==> src/rtl/imem_port_arbiter.sv <==
// Shares one backing-memory port between the I-cache refill path and the D-cache
// miss/writeback path, one transaction in flight, with fetch-redirect response dropping.
module imem_port_arbiter #(
    parameter int ADDR_W = 32,
    parameter int LINE_W = 32,
    parameter bit RR_EN  = 1'b1
) (
    input  logic              clock,
    input  logic              reset,
    input  logic              ic_req_valid,
    input  logic [ADDR_W-1:0] ic_req_addr,
    output logic              ic_req_ready,
    input  logic              ic_flush,
    output logic              ic_resp_valid,
    output logic [LINE_W-1:0] ic_resp_data,
    input  logic              dc_req_valid,
    input  logic [ADDR_W-1:0] dc_req_addr,
    input  logic              dc_req_we,
    input  logic [LINE_W-1:0] dc_req_wdata,
    output logic              dc_req_ready,
    output logic              dc_resp_valid,
    output logic [LINE_W-1:0] dc_resp_data,
    output logic              mem_req_valid,
    output logic [ADDR_W-1:0] mem_req_addr,
    output logic              mem_req_we,
    output logic [LINE_W-1:0] mem_req_wdata,
    input  logic              mem_req_ready,
    input  logic              mem_resp_valid,
    input  logic [LINE_W-1:0] mem_resp_data
);

    typedef enum logic [1:0] {
        ST_IDLE = 2'd0,
        ST_REQ  = 2'd1,
        ST_WAIT = 2'd2
    } state_t;

    state_t            state_r, state_s;
    logic              owner_d_r, owner_d_s;
    logic              last_grant_d_r, last_grant_d_s;
    logic              drop_r, drop_s;
    logic              grant_d_s;
    logic              flush_hit_s;

    logic              ic_req_ready_r, ic_req_ready_s;
    logic              ic_resp_valid_r, ic_resp_valid_s;
    logic [LINE_W-1:0] ic_resp_data_r, ic_resp_data_s;
    logic              dc_req_ready_r, dc_req_ready_s;
    logic              dc_resp_valid_r, dc_resp_valid_s;
    logic [LINE_W-1:0] dc_resp_data_r, dc_resp_data_s;
    logic              mem_req_valid_r, mem_req_valid_s;
    logic [ADDR_W-1:0] mem_req_addr_r, mem_req_addr_s;
    logic              mem_req_we_r, mem_req_we_s;
    logic [LINE_W-1:0] mem_req_wdata_r, mem_req_wdata_s;

    assign ic_req_ready  = ic_req_ready_r;
    assign ic_resp_valid = ic_resp_valid_r;
    assign ic_resp_data  = ic_resp_data_r;
    assign dc_req_ready  = dc_req_ready_r;
    assign dc_resp_valid = dc_resp_valid_r;
    assign dc_resp_data  = dc_resp_data_r;
    assign mem_req_valid = mem_req_valid_r;
    assign mem_req_addr  = mem_req_addr_r;
    assign mem_req_we    = mem_req_we_r;
    assign mem_req_wdata = mem_req_wdata_r;

    // Grant selection: a lone requester wins; a tie goes by round-robin or to D
    always_comb begin
        grant_d_s = dc_req_valid;
        if (ic_req_valid && dc_req_valid) begin
            if (RR_EN == 1'b1) begin
                grant_d_s = ~last_grant_d_r;
            end else begin
                grant_d_s = 1'b1;
            end
        end else begin
            grant_d_s = dc_req_valid;
        end
    end

    assign flush_hit_s = ic_flush & ~owner_d_r;

    // Next-state and next-output logic; request fields and response data hold by default
    always_comb begin
        state_s         = state_r;
        owner_d_s       = owner_d_r;
        last_grant_d_s  = last_grant_d_r;
        drop_s          = drop_r;
        ic_req_ready_s  = 1'b0;
        dc_req_ready_s  = 1'b0;
        ic_resp_valid_s = 1'b0;
        dc_resp_valid_s = 1'b0;
        ic_resp_data_s  = ic_resp_data_r;
        dc_resp_data_s  = dc_resp_data_r;
        mem_req_valid_s = mem_req_valid_r;
        mem_req_addr_s  = mem_req_addr_r;
        mem_req_we_s    = mem_req_we_r;
        mem_req_wdata_s = mem_req_wdata_r;

        case (state_r)
            ST_IDLE: begin
                if (ic_req_valid || dc_req_valid) begin
                    state_s         = ST_REQ;
                    owner_d_s       = grant_d_s;
                    last_grant_d_s  = grant_d_s;
                    mem_req_valid_s = 1'b1;
                    if (grant_d_s) begin
                        dc_req_ready_s  = 1'b1;
                        mem_req_addr_s  = dc_req_addr;
                        mem_req_we_s    = dc_req_we;
                        mem_req_wdata_s = dc_req_wdata;
                        drop_s          = 1'b0;
                    end else begin
                        ic_req_ready_s  = 1'b1;
                        mem_req_addr_s  = ic_req_addr;
                        mem_req_we_s    = 1'b0;
                        mem_req_wdata_s = {LINE_W{1'b0}};
                        // a redirect in the grant cycle already makes this fetch stale
                        drop_s          = ic_flush;
                    end
                end else begin
                    drop_s = 1'b0;
                end
            end
            ST_REQ: begin
                if (mem_req_ready) begin
                    state_s         = ST_WAIT;
                    mem_req_valid_s = 1'b0;
                end else begin
                    mem_req_valid_s = 1'b1;
                end
                if (flush_hit_s) begin
                    drop_s = 1'b1;
                end else begin
                    drop_s = drop_r;
                end
            end
            ST_WAIT: begin
                if (mem_resp_valid) begin
                    state_s = ST_IDLE;
                    drop_s  = 1'b0;
                    if (owner_d_r) begin
                        dc_resp_valid_s = 1'b1;
                        dc_resp_data_s  = mem_resp_data;
                    end else if (!(drop_r || ic_flush)) begin
                        ic_resp_valid_s = 1'b1;
                        ic_resp_data_s  = mem_resp_data;
                    end else begin
                        ic_resp_valid_s = 1'b0;
                    end
                end else if (flush_hit_s) begin
                    drop_s = 1'b1;
                end else begin
                    drop_s = drop_r;
                end
            end
            default: begin
                state_s         = ST_IDLE;
                drop_s          = 1'b0;
                mem_req_valid_s = 1'b0;
            end
        endcase
    end

    // State register and registered outputs
    always_ff @(posedge clock) begin
        if (reset) begin
            state_r         <= ST_IDLE;
            owner_d_r       <= 1'b0;
            last_grant_d_r  <= 1'b1;
            drop_r          <= 1'b0;
            ic_req_ready_r  <= 1'b0;
            ic_resp_valid_r <= 1'b0;
            ic_resp_data_r  <= {LINE_W{1'b0}};
            dc_req_ready_r  <= 1'b0;
            dc_resp_valid_r <= 1'b0;
            dc_resp_data_r  <= {LINE_W{1'b0}};
            mem_req_valid_r <= 1'b0;
            mem_req_addr_r  <= {ADDR_W{1'b0}};
            mem_req_we_r    <= 1'b0;
            mem_req_wdata_r <= {LINE_W{1'b0}};
        end else begin
            state_r         <= state_s;
            owner_d_r       <= owner_d_s;
            last_grant_d_r  <= last_grant_d_s;
            drop_r          <= drop_s;
            ic_req_ready_r  <= ic_req_ready_s;
            ic_resp_valid_r <= ic_resp_valid_s;
            ic_resp_data_r  <= ic_resp_data_s;
            dc_req_ready_r  <= dc_req_ready_s;
            dc_resp_valid_r <= dc_resp_valid_s;
            dc_resp_data_r  <= dc_resp_data_s;
            mem_req_valid_r <= mem_req_valid_s;
            mem_req_addr_r  <= mem_req_addr_s;
            mem_req_we_r    <= mem_req_we_s;
            mem_req_wdata_r <= mem_req_wdata_s;
        end
    end

endmodule

==> config.mk <==
export PLATFORM = sky130hd
export DESIGN_NAME = imem_port_arbiter
export DESIGN_NICKNAME = d
export VERILOG_FILES = /design/src/rtl/imem_port_arbiter.sv
export SDC_FILE = /design/constraint.sdc
export NUM_CORES = 1
export LEC_CHECK = 0
export BUFFER_PORTS_ARGS = -buffer_cell sky130_fd_sc_hd__buf_4
export CAP_MARGIN = 20
export CORE_MARGIN = 2
export CORE_UTILIZATION = 37
export DETAILED_ROUTE_END_ITERATION = 8
export GPL_ROUTABILITY_DRIVEN = 0
export GPL_TIMING_DRIVEN = 0
export PLACE_DENSITY = 0.73
export SLEW_MARGIN = 0
export SYNTH_ARGS = -nofsm -noshare
export SYNTH_HDL_FRONTEND = slang
export SYNTH_SLANG_ARGS = --single-unit
==> constraint.sdc <==
create_clock -name clock -period 2.9 [get_ports clock]
set_input_delay 0.145 -clock clock [delete_from_list [all_inputs] [get_ports clock]]
set_output_delay 0.145 -clock clock [all_outputs]
set_load 0.05 [all_outputs]
==> metrics.md, run 1 <==
| Metric | Value |
|---|---|
| Outcome | `complete, no violations` |
| Inserted Clock Buffers | `17` |
| Post-CTS setup buffer count | `0` |
| CTS sink count | `139` |
| CP Class | `flip-flop to flip-flop` |
| Arrival @ worst endpoint | `2.71 ns` |
| Starting Density | `37.5%` |
| Port bufs | `269` |
| Initial antenna violation count | `0` |
| Die area | `15600 µm²` |
| Slew headroom | `49.9%` |
| First-pass GRT wire length | `29800 µm` |
| Die X-Extent | `125 µm` |
| CP max FO | `10` |
| Main area contributors after synthesis | `dfxtp_1 (52%), nand2_1 (9.0%), nand2b_1 (7.5%)` |
| Final #Nets | `1118` |
| Hold Startpoint | `dc_req_addr[11]` |
| Core Util, Final | `65.6%` |
| Pins Over Slew Limit | `0` |
| Reg clk slew, reported paths | `0.06 ns` |
| Die H | `125 µm` |
| Peak per-stage delay on the critical path | `0.59 ns` |
| Max VDD drop | `0.457 mV` |
| FF+latch count, synth | `139` |
| RSZ-0062 raised after global routing | `no` |
| Final WL | `18300 µm` |
| Dominant synthesized flop cell | `dfxtp_1` |
| Final instance area | `9420 µm²` |
| Period minus WS final | `2.36 ns` |
| Syn. warnings | `0` |
| Fillers | `1144` |
| Top cell type's share of synthesized area | `51.6%` |
| Syn-to-layout area delta | `74.7%` |
| Critical path's slowest cell | `dlygate4sd3_1` |
| FF-to-FF Start | `last_grant_d_r` |
| Worst skew pair latency | `0.41 ns` |
| GRT Total Usage | `23.7%` |
| Vias | `5761` |
| 1st-pass router iterations | `4` |
| Root Buffer | `clkbuf_16` |
| Slew @ Worst Pin | `0.746 ns` |
| Register Area | `2780 µm²` |
| Yosys cell types | `32` |
| Buf+Inv Stages, Crit Path | `3` |
| Commonest cells post-synth | `dfxtp_1 (139), nand2_1 (129), a21oi_1 (70), nand2b_1 (65), clkbuf_1 (35)` |
| Largest net degree at the start of global routing | `17` |
| Mapped Nets | `717` |
| Post-Syn Area | `5390 µm²` |
| Post-DR wirelength/cell | `15.5 µm` |
| Detail Route Antenna Nets | `0` |
| LEAKAGE | `4.29 nW` |
| Crit-path cells | `a21bo_2 > clkbuf_1 > clkbuf_1 > nand2_1 > a311oi_1 > dlygate4sd3_1` |
| Post-synth EDFFs | `0` |
| Max clock buf depth | `2` |
| Core ar. | `14400 µm²` |
| Placement Cell Area | `7640 µm²` |
| Synth area leader | `dfxtp_1` |
| Pwr Density | `584 nW/µm²` |
| Top-count cell post-synth | `dfxtp_1` |
| Worst Clk Skew | `0.00510 ns` |
| CP most frequent cell | `clkbuf_1` |
| CP top delay family | `buffers and inverters` |
| Area taken by multi-input logic gates | `2340 µm²` |
| Setup crit end kind | `flip-flop` |
| Iteration-0 DRC Markers | `380` |
| Worst setup path startpoint | `last_grant_d_r` |
| Ant. Diodes | `0` |
| Gate Count Post-Synth | `581` |
| Crit path launch type | `flip-flop` |
| Fmax | `424 MHz` |
| Hold_ws | `0.0148 ns` |
| Final period utilization | `81.3%` |
| Vias in the first global route | `5822` |
| WP data required | `3.25 ns` |
| Sequential area share after synthesis | `51.6%` |
| I/O pins | `270` |
| Ys async rst share | `0%` |
| Row count | `44` |
| Setup TNS | `0 ns` |
| H-tree Lvls | `4` |
| TritonCTS clock tree | `done` |
| Syn avg cell area | `9.28 µm²` |
| Avg Vias per Cell | `4.89` |
| Residual DRC | `0` |
| Number of max-cap violations | `0` |
| Hold Path Class | `input port to flip-flop` |
| Final Hold Vio Count | `0` |
| Overflow after GRT | `0` |
| Fraction of layout cells with a size suffix above 1 | `32.6%` |
| HPWL after DPL | `12100 µm` |
| Final setup violation count | `0` |
==> registers in the layout, indices dropped and copies added, names as in the netlist, 2 cells and up <==
register / count
dc_resp_data: 32
ic_resp_data: 32
mem_req_addr: 32
mem_req_wdata: 32
state_r: 2
==> metrics by stage <==
| stage | setup WS, ns | instances | total power [mW] |
|---|---|---|---|
| floorplan | 1.39 | 581 | 2.64 |
| global placement | 0.990 | 1034 | 3.01 |
| detailed placement | 0.977 | 1034 | 3.01 |
| CTS | 0.673 | 1179 | 5.52 |
| global route | 0.428 | 1179 | 5.68 |
| finish | 0.543 | 1179 | 5.50 |
==> layer usage <==
layer | vias to the layer above | share of wire (%) | GRT usage, %
met4 | 0 | 3.2 | 10.9
met5 | - | 0 | 0
met1 | 2680 | 41 | 28.6
met3 | 45 | 6.3 | 5.84
met2 | 217 | 49 | 39.6
li1 | 2819 | - | -
==> layout by cell type, fill, tap and decap left out, types with 2 or more instances in the layout <==
master,n
clkbuf_1,35
a21bo_2,2
clkbuf_16,17
dlygate4sd3_1,113
nand2b_1,65
a22o_1,33
nor2_1,5
dfxtp_1,139
clkinv_2,3
and3_1,2
a21oi_1,70
buf_12,2
clkinv_4,2
buf_6,2
nor3b_1,2
clkinvlp_4,4
mux2i_1,32
nand2_1,129
buf_2,13
bufinv_16,5
buf_4,269
a311oi_1,32
nor2b_1,2
==> worst register-to-register path: cells and delay by family (launching register included) <==
family / cells / cell delay [ns]
AOI/OAI and AO/OA: 2 / 0.44
buffers and inverters: 3 / 1.32
DFF: 1 / 0.40
and+or+nand+nor: 1 / 0.14
==> power breakdown <==
| part | leakage [nW] | internal (mW) | switching, mW |
|---|---|---|---|
| logic | 2.85 | 0.471 | 0.605 |
| clock network | 0.305 | 1.53 | 0.845 |
| registers | 1.13 | 2.00 | 0.0514 |
==> what timing repair did <==
action,in CTS,in global routing
gates resized for setup,0,0
hold buffers,113,0
endpoints found under the hold margin,119,0
==> worst paths after layout <==
| kind | to | slack (ns) | cells after the start |
|---|---|---|---|
| worst max-delay path | mem_req_addr[5] | 0.54 | 6 |
| worst min register to register | dc_resp_data[22] | 0.45 | 2 |
| worst min-delay path | mem_req_addr[11] | 0.01 | 3 |
| worst max register to register | mem_req_addr[5] | 0.54 | 6 |
==> final cells by class <==
cell class / instances / share of cell area, %
multi-input combinational: 388 / 24.9
sequential: 139 / 29.5
clock inverter: 15 / 2.35
tap: 184 / 2.44
timing repair buffer: 382 / 33.4
inverter: 1 / 0.0398
clock buffer: 17 / 4.52
buffer: 53 / 2.79
==> cells by family (layout without fill, tap and decap cells) <==
group	count (synthesis)	count (layout)	synth area share (%)
and+or+nand+nor	213	213	19.3
AOI/OAI and AO/OA	143	143	18.3
DFF	139	139	51.6
buffers and inverters	54	468	4.94
muxes	32	32	5.94
Note: power is estimated with default switching activity, not from simulation.
==> inputs of run 2 (changes only) <==
==> constraint.sdc (replaced) <==
create_clock -name clock -period 2.2 [get_ports clock]
set_input_delay 0.11 -clock clock [delete_from_list [all_inputs] [get_ports clock]]
set_output_delay 0.11 -clock clock [all_outputs]
set_load 0.05 [all_outputs]
==> metrics.md, run 2 (synthesis results as in run 1) <==
| Metric | Value |
|---|---|
| Reg clk slew, reported paths | `0.06 ns (about the same)` |
| Fmax | `504 MHz` |
| Number of max-cap violations | `0 (unchanged)` |
| Vias | `5917 (+2.7%)` |
| Slew headroom | `49.2% (-0.64 points)` |
| Outcome | `complete, no violations` |
| Setup WS post-layout | `0.217 ns (-0.326 ns)` |
| Placement Cell Area | `7640 µm² (unchanged)` |
| Power after layout | `7.28 mW (+32%)` |
| Final WL | `19200 µm (+4.7%)` |
| Core Util, Final | `66.9% (+1.3 points)` |
| CTS sink count | `139 (unchanged)` |
| Starting Density | `37.5% (unchanged)` |
| Max VDD drop | `0.623 mV (+36%)` |
| LEAKAGE | `4.35 nW (+1.3%)` |
| Vias in the first global route | `6036 (+3.7%)` |
| Crit path launch type | `input port` |
| Post-DR wirelength/cell | `16.0 µm (+3.0%)` |
| Commonest non-fill, non-tap cell in the layout | `buf_4` |
| Overflow after GRT | `0 (unchanged)` |
| Critical path's slowest cell | `dlygate4sd3_1` |
| Arrival @ worst endpoint | `2.34 ns (-0.37 ns)` |
| Final setup violation count | `0 (unchanged)` |
| H-tree Lvls | `4 (unchanged)` |
| Max clock buf depth | `2 (unchanged)` |
| Detail Route Antenna Nets | `0 (unchanged)` |
| Final period utilization | `90.1%` |
| Final Hold Vio Count | `0 (unchanged)` |
| Area taken by multi-input logic gates | `2340 µm² (unchanged)` |
| Pre-CTS WS | `0.312 ns (-0.665 ns)` |
| Syn-to-layout area delta | `78.2%` |
| Hold Path Class | `input port to flip-flop` |
| Crit-path cells | `dlygate4sd3_1 > buf_4 > or2_1 > buf_2 > and2_1 > clkbuf_1 > a311oi_1 > dlygate4sd3_1` |
| Fraction of layout cells with a size suffix above 1 | `32.0% (-0.61 points)` |
| Post-CTS sizing | `0 (unchanged)` |
| CP most frequent cell | `dlygate4sd3_1` |
| I/O pins | `270 (unchanged)` |
| Setup crit end kind | `flip-flop` |
| Worst skew pair latency | `0.42 ns (about the same)` |
| Largest net degree at the start of global routing | `17 (unchanged)` |
| Row count | `44 (unchanged)` |
| Peak per-stage delay on the critical path | `0.57 ns (-0.02 ns)` |
| Die area | `15600 µm² (unchanged)` |
| Die H | `125 µm (unchanged)` |
| First-pass GRT wire length | `30600 µm (+2.8%)` |
| Initial antenna violation count | `0 (unchanged)` |
| Period minus WS final | `1.98 ns` |
| Register Area | `2780 µm² (unchanged)` |
| Worst Clk Skew | `0.00854 ns (+0.00345 ns)` |
| TritonCTS clock tree | `done` |
| Most frequent cells in the layout | `buf_4 (269), dfxtp_1 (139), dlygate4sd3_1 (132)` |
| Ant. Diodes | `0 (unchanged)` |
| Buf+Inv Stages, Crit Path | `5 (+2)` |
| Pwr Density | `757 nW/µm² (+30%)` |
| Die X-Extent | `125 µm (unchanged)` |
| Slew @ Worst Pin | `0.756 ns (+0.00960 ns)` |
| HPWL after DPL | `12100 µm (unchanged)` |
| Core ar. | `14400 µm² (unchanged)` |
| GRT Total Usage | `24.5% (+0.83 points)` |
| Avg Vias per Cell | `4.94 (+1.1%)` |
| Iteration-0 DRC Markers | `352 (-7.4%)` |
| Root Buffer | `clkbuf_16` |
| Pins Over Slew Limit | `0 (unchanged)` |
| RSZ-0062 raised after global routing | `no` |
| CP max FO | `10 (unchanged)` |
| CP Class | `input port to flip-flop` |
| Final instance area | `9610 µm² (+2.0%)` |
| Residual DRC | `0 (unchanged)` |
| Inserted Clock Buffers | `17 (unchanged)` |
| Port bufs | `269 (unchanged)` |
| Setup TNS | `0 ns (unchanged)` |
| Final #Nets | `1137 (+1.7%)` |
| Fillers | `1102 (-3.7%)` |
| CP top delay family | `buffers and inverters` |
| WP data required | `2.56 ns (-0.69 ns)` |
| 1st-pass router iterations | `5 (+1)` |
==> run 2: worst register-to-register path, cell delays in order (launching register included) <==
cell and delay, ns:
dfxtp_1 0.30, buf_2 0.17, nor2_1 0.24, buf_2 0.27, a21oi_1 0.10, a311oi_1 0.24, dlygate4sd3_1 0.57
==> run 2: final timing paths <==
path,slack (ns),cells past startpoint,end,start
setup / recovery,0.22,8,mem_req_addr[31],dc_req_valid
hold / removal,0.07,3,last_grant_d_r,ic_req_valid
setup reg to reg,0.26,6,mem_req_addr[31],state_r[1]
hold reg to reg,0.45,2,dc_resp_data[28],dc_resp_data[28]
==> run 2: final cells by class <==
class | instances | share of cell area, %
inverter | 1 | 0.0391
tap | 184 | 2.40
multi-input combinational | 388 | 24.4
sequential | 139 | 29.0
buffer | 53 | 2.73
clock inverter | 15 | 2.30
clock buffer | 17 | 4.43
timing repair buffer | 401 | 34.8
==> run 2: power breakdown <==
| part | internal, mW | switching [mW] |
|---|---|---|
| combinational | 0.623 | 0.810 |
| sequential | 2.64 | 0.0700 |
| clock | 2.01 | 1.13 |
==> run 2: metrics by stage <==
| stage | hold slack, ns | std cells |
|---|---|---|
| finish | 0.0702 | 1198 |
| global route | 0.0738 | 1198 |
| CTS | 0.0482 | 1198 |
| detailed placement | 0.330 | 1034 |
| global placement | 0.326 | 1034 |
| floorplan | 0.243 | 581 |
==> run 2: timing repair <==
| item | CTS | global route |
|---|---|---|
| endpoints found under the hold margin | 131 | 0 |
| setup buffers | 0 | 0 |
| hold buffers | 132 | 0 |
==> run 2: per-layer routing <==
metal | part of all wire, % | up-vias | track usage [%] | wire [µm]
met2 | 49 | 257 | 41.0 | 9390
met5 | 0 | - | 0 | 0
met3 | 5.8 | 67 | 6.01 | 1120
li1 | - | 2862 | - | -
met4 | 4.3 | 0 | 14.1 | 831
met1 | 41 | 2731 | 28.5 | 7830
==> inputs of run 3 (changes only) <==
--- a/config.mk
+++ b/config.mk
@@ -12,7 +12,7 @@
 export DETAILED_ROUTE_END_ITERATION = 8
 export GPL_ROUTABILITY_DRIVEN = 0
 export GPL_TIMING_DRIVEN = 0
-export PLACE_DENSITY = 0.73
+export PLACE_DENSITY = 0.78
 export SLEW_MARGIN = 0
 export SYNTH_ARGS = -nofsm -noshare
 export SYNTH_HDL_FRONTEND = slang
==> metrics.md, run 3 (synthesis results as in run 1) <==
| Metric | Value |
|---|---|
| Number of max-cap violations | `0 (unchanged)` |
| H-tree Lvls | `4 (unchanged)` |
| Inserted Clock Buffers | `17 (unchanged)` |
| Setup crit end kind | `flip-flop` |
| Avg Vias per Cell | `5.12 (+3.6%)` |
| Ant. Diodes | `0 (unchanged)` |
| Vias in the first global route | `6138 (+1.7%)` |
| Pwr Density | `735 nW/µm² (-2.9%)` |
| First-pass GRT wire length | `31400 µm (+2.6%)` |
| Most frequent cells in the layout | `buf_4 (269), dfxtp_1 (139), dlygate4sd3_1 (130)` |
| FF-to-FF Start | `state_r[1]` |
| Layout Cells excl Fill | `1196 (-0.17%)` |
| Starting Density | `37.5% (unchanged)` |
| Post-DR wirelength/cell | `16.8 µm (+5.1%)` |
| Hold Path Class | `input port to flip-flop` |
| Final period utilization | `89.8% (-0.37 points)` |
| Arrival @ worst endpoint | `2.33 ns (about the same)` |
| Die area | `15600 µm² (unchanged)` |
| Max VDD drop | `0.584 mV (-6.2%)` |
| Final Hold Vio Count | `0 (unchanged)` |
| Hold_ws | `0.00408 ns (-0.0661 ns)` |
| Syn-to-layout area delta | `76.8%` |
| Detail Route Antenna Nets | `0 (unchanged)` |
| Final WL | `20100 µm (+4.9%)` |
| I/O pins | `270 (unchanged)` |
| Iteration-0 DRC Markers | `332 (-5.7%)` |
| HPWL after DPL | `12400 µm (+2.8%)` |
| Max clock buf depth | `2 (unchanged)` |
| Worst setup path startpoint | `dc_req_valid` |
| LEAKAGE | `4.31 nW (-0.75%)` |
| CP Class | `input port to flip-flop` |
| Die H | `125 µm (unchanged)` |
| Pins Over Slew Limit | `0 (unchanged)` |
| Met2 Use GR | `44.0% (+3.0 points)` |
| GRT busiest layer | `met2` |
| Die X-Extent | `125 µm (unchanged)` |
| GRT Total Usage | `25.2% (+0.73 points)` |
| Slew @ Worst Pin | `0.743 ns (-0.0131 ns)` |
| Hold Startpoint | `dc_req_addr[10]` |
| Setup TNS | `0 ns (unchanged)` |
| Post-CTS sizing | `0 (unchanged)` |
| Final #Nets | `1135 (-0.18%)` |
| Met1 GRT Util | `27.8% (-0.67 points)` |
| Final setup violation count | `0 (unchanged)` |
| Fraction of layout cells with a size suffix above 1 | `31.9% (-0.036 points)` |
| Initial antenna violation count | `0 (unchanged)` |
| Crit path launch type | `input port` |
| Placement Cell Area | `7640 µm² (unchanged)` |
| CTS sink count | `139 (unchanged)` |
| Outcome | `complete, no violations` |
| RSZ-0062 raised after global routing | `no` |
| WP data required | `2.56 ns (about the same)` |
| Met3 usage | `6.87% (+0.86 points)` |
| DP Cell Count | `1034 (unchanged)` |
| Row count | `44 (unchanged)` |
| Reg clk slew, reported paths | `0.06 ns (about the same)` |
| Slew headroom | `50.1% (+0.88 points)` |
| Fillers | `1071 (-2.8%)` |
| Residual DRC | `0 (unchanged)` |
| 1st-pass router iterations | `4 (-1)` |
| Core ar. | `14400 µm² (unchanged)` |
| Period minus WS final | `1.97 ns (-0.00813 ns)` |
| Hold Path Depth | `3 (unchanged)` |
| Root Buffer | `clkbuf_16` |
| Fmax | `506 MHz (+0.41%)` |
| Largest net degree at the start of global routing | `17 (unchanged)` |
| TritonCTS clock tree | `done` |
| Port bufs | `269 (unchanged)` |
| CP max FO | `10 (unchanged)` |
| Cells on worst reg2reg path | `6 (unchanged)` |
| Overflow after GRT | `0 (unchanged)` |
| Vias | `6118 (+3.4%)` |
| Worst Clk Skew | `0.00669 ns (-0.00186 ns)` |
| Reg2reg setup slack | `0.23 ns (-0.03 ns)` |
| Commonest non-fill, non-tap cell in the layout | `buf_4` |
| Worst skew pair latency | `0.42 ns (about the same)` |
| Final instance area | `9530 µm² (-0.81%)` |
==> run 3: worst paths after layout <==
kind                      endpoint
setup / recovery   mem_req_addr[0]
hold / removal    mem_req_addr[10]
setup reg to reg  mem_req_addr[31]
hold reg to reg    dc_resp_data[3]
==> run 3: through the flow <==
stage / power, mW / setup WS, ns / util [%]
floorplan: 3.48 / 0.692 / -
global placement: 3.96 / 0.379 / 53.2
detailed placement: 3.97 / 0.413 / 53.2
CTS: 6.99 / 0.250 / 66.4
global route: 7.25 / 0.0542 / 66.4
finish: 7.01 / 0.225 / 66.4
==> run 3: layer usage <==
metal	up-vias	routed length (µm)	share of wire, %
met3	73	1260	6.2
met5	-	0	0
met4	0	862	4.3
li1	2853	-	-
met1	2897	7710	38
met2	295	10300	51
==> run 3: area by class of cell <==
cell class              count  area, µm²  area share (%)
inverters                   1       3.75          0.0394
multi-input cells         388       2340            24.6
flip-flops and latches    139       2780            29.2
plain buffers              53        263            2.76
clock inverters            11        119            1.25
well taps                 184        230            2.41
clock buffers              21        470            4.93
repair buffers            399       3320            34.8
==> run 3: repair_timing <==
action                                 4_1_cts  5_1_grt
setup endpoints to repair                    0        0
hold buffers                               130        0
endpoints found under the hold margin      130        0
buffers inserted                             0        0
==> run 3: power breakdown <==
group | switching, mW | internal (mW) | leakage, nW | total (mW)
sequential | 0.0775 | 2.64 | 1.13 | 2.71
clock | 1.09 | 1.75 | 0.281 | 2.84
combinational | 0.830 | 0.621 | 2.90 | 1.45
total | 2.00 | 5.01 | 4.31 | 7.01
==> run 3: worst max-delay path: stages <==
cell,delay (ns)
dlygate4sd3_1,0.55
buf_4,0.15
or2_1,0.21
buf_2,0.19
and2_1,0.16
clkbuf_1,0.16
a311oi_1,0.23
dlygate4sd3_1,0.58
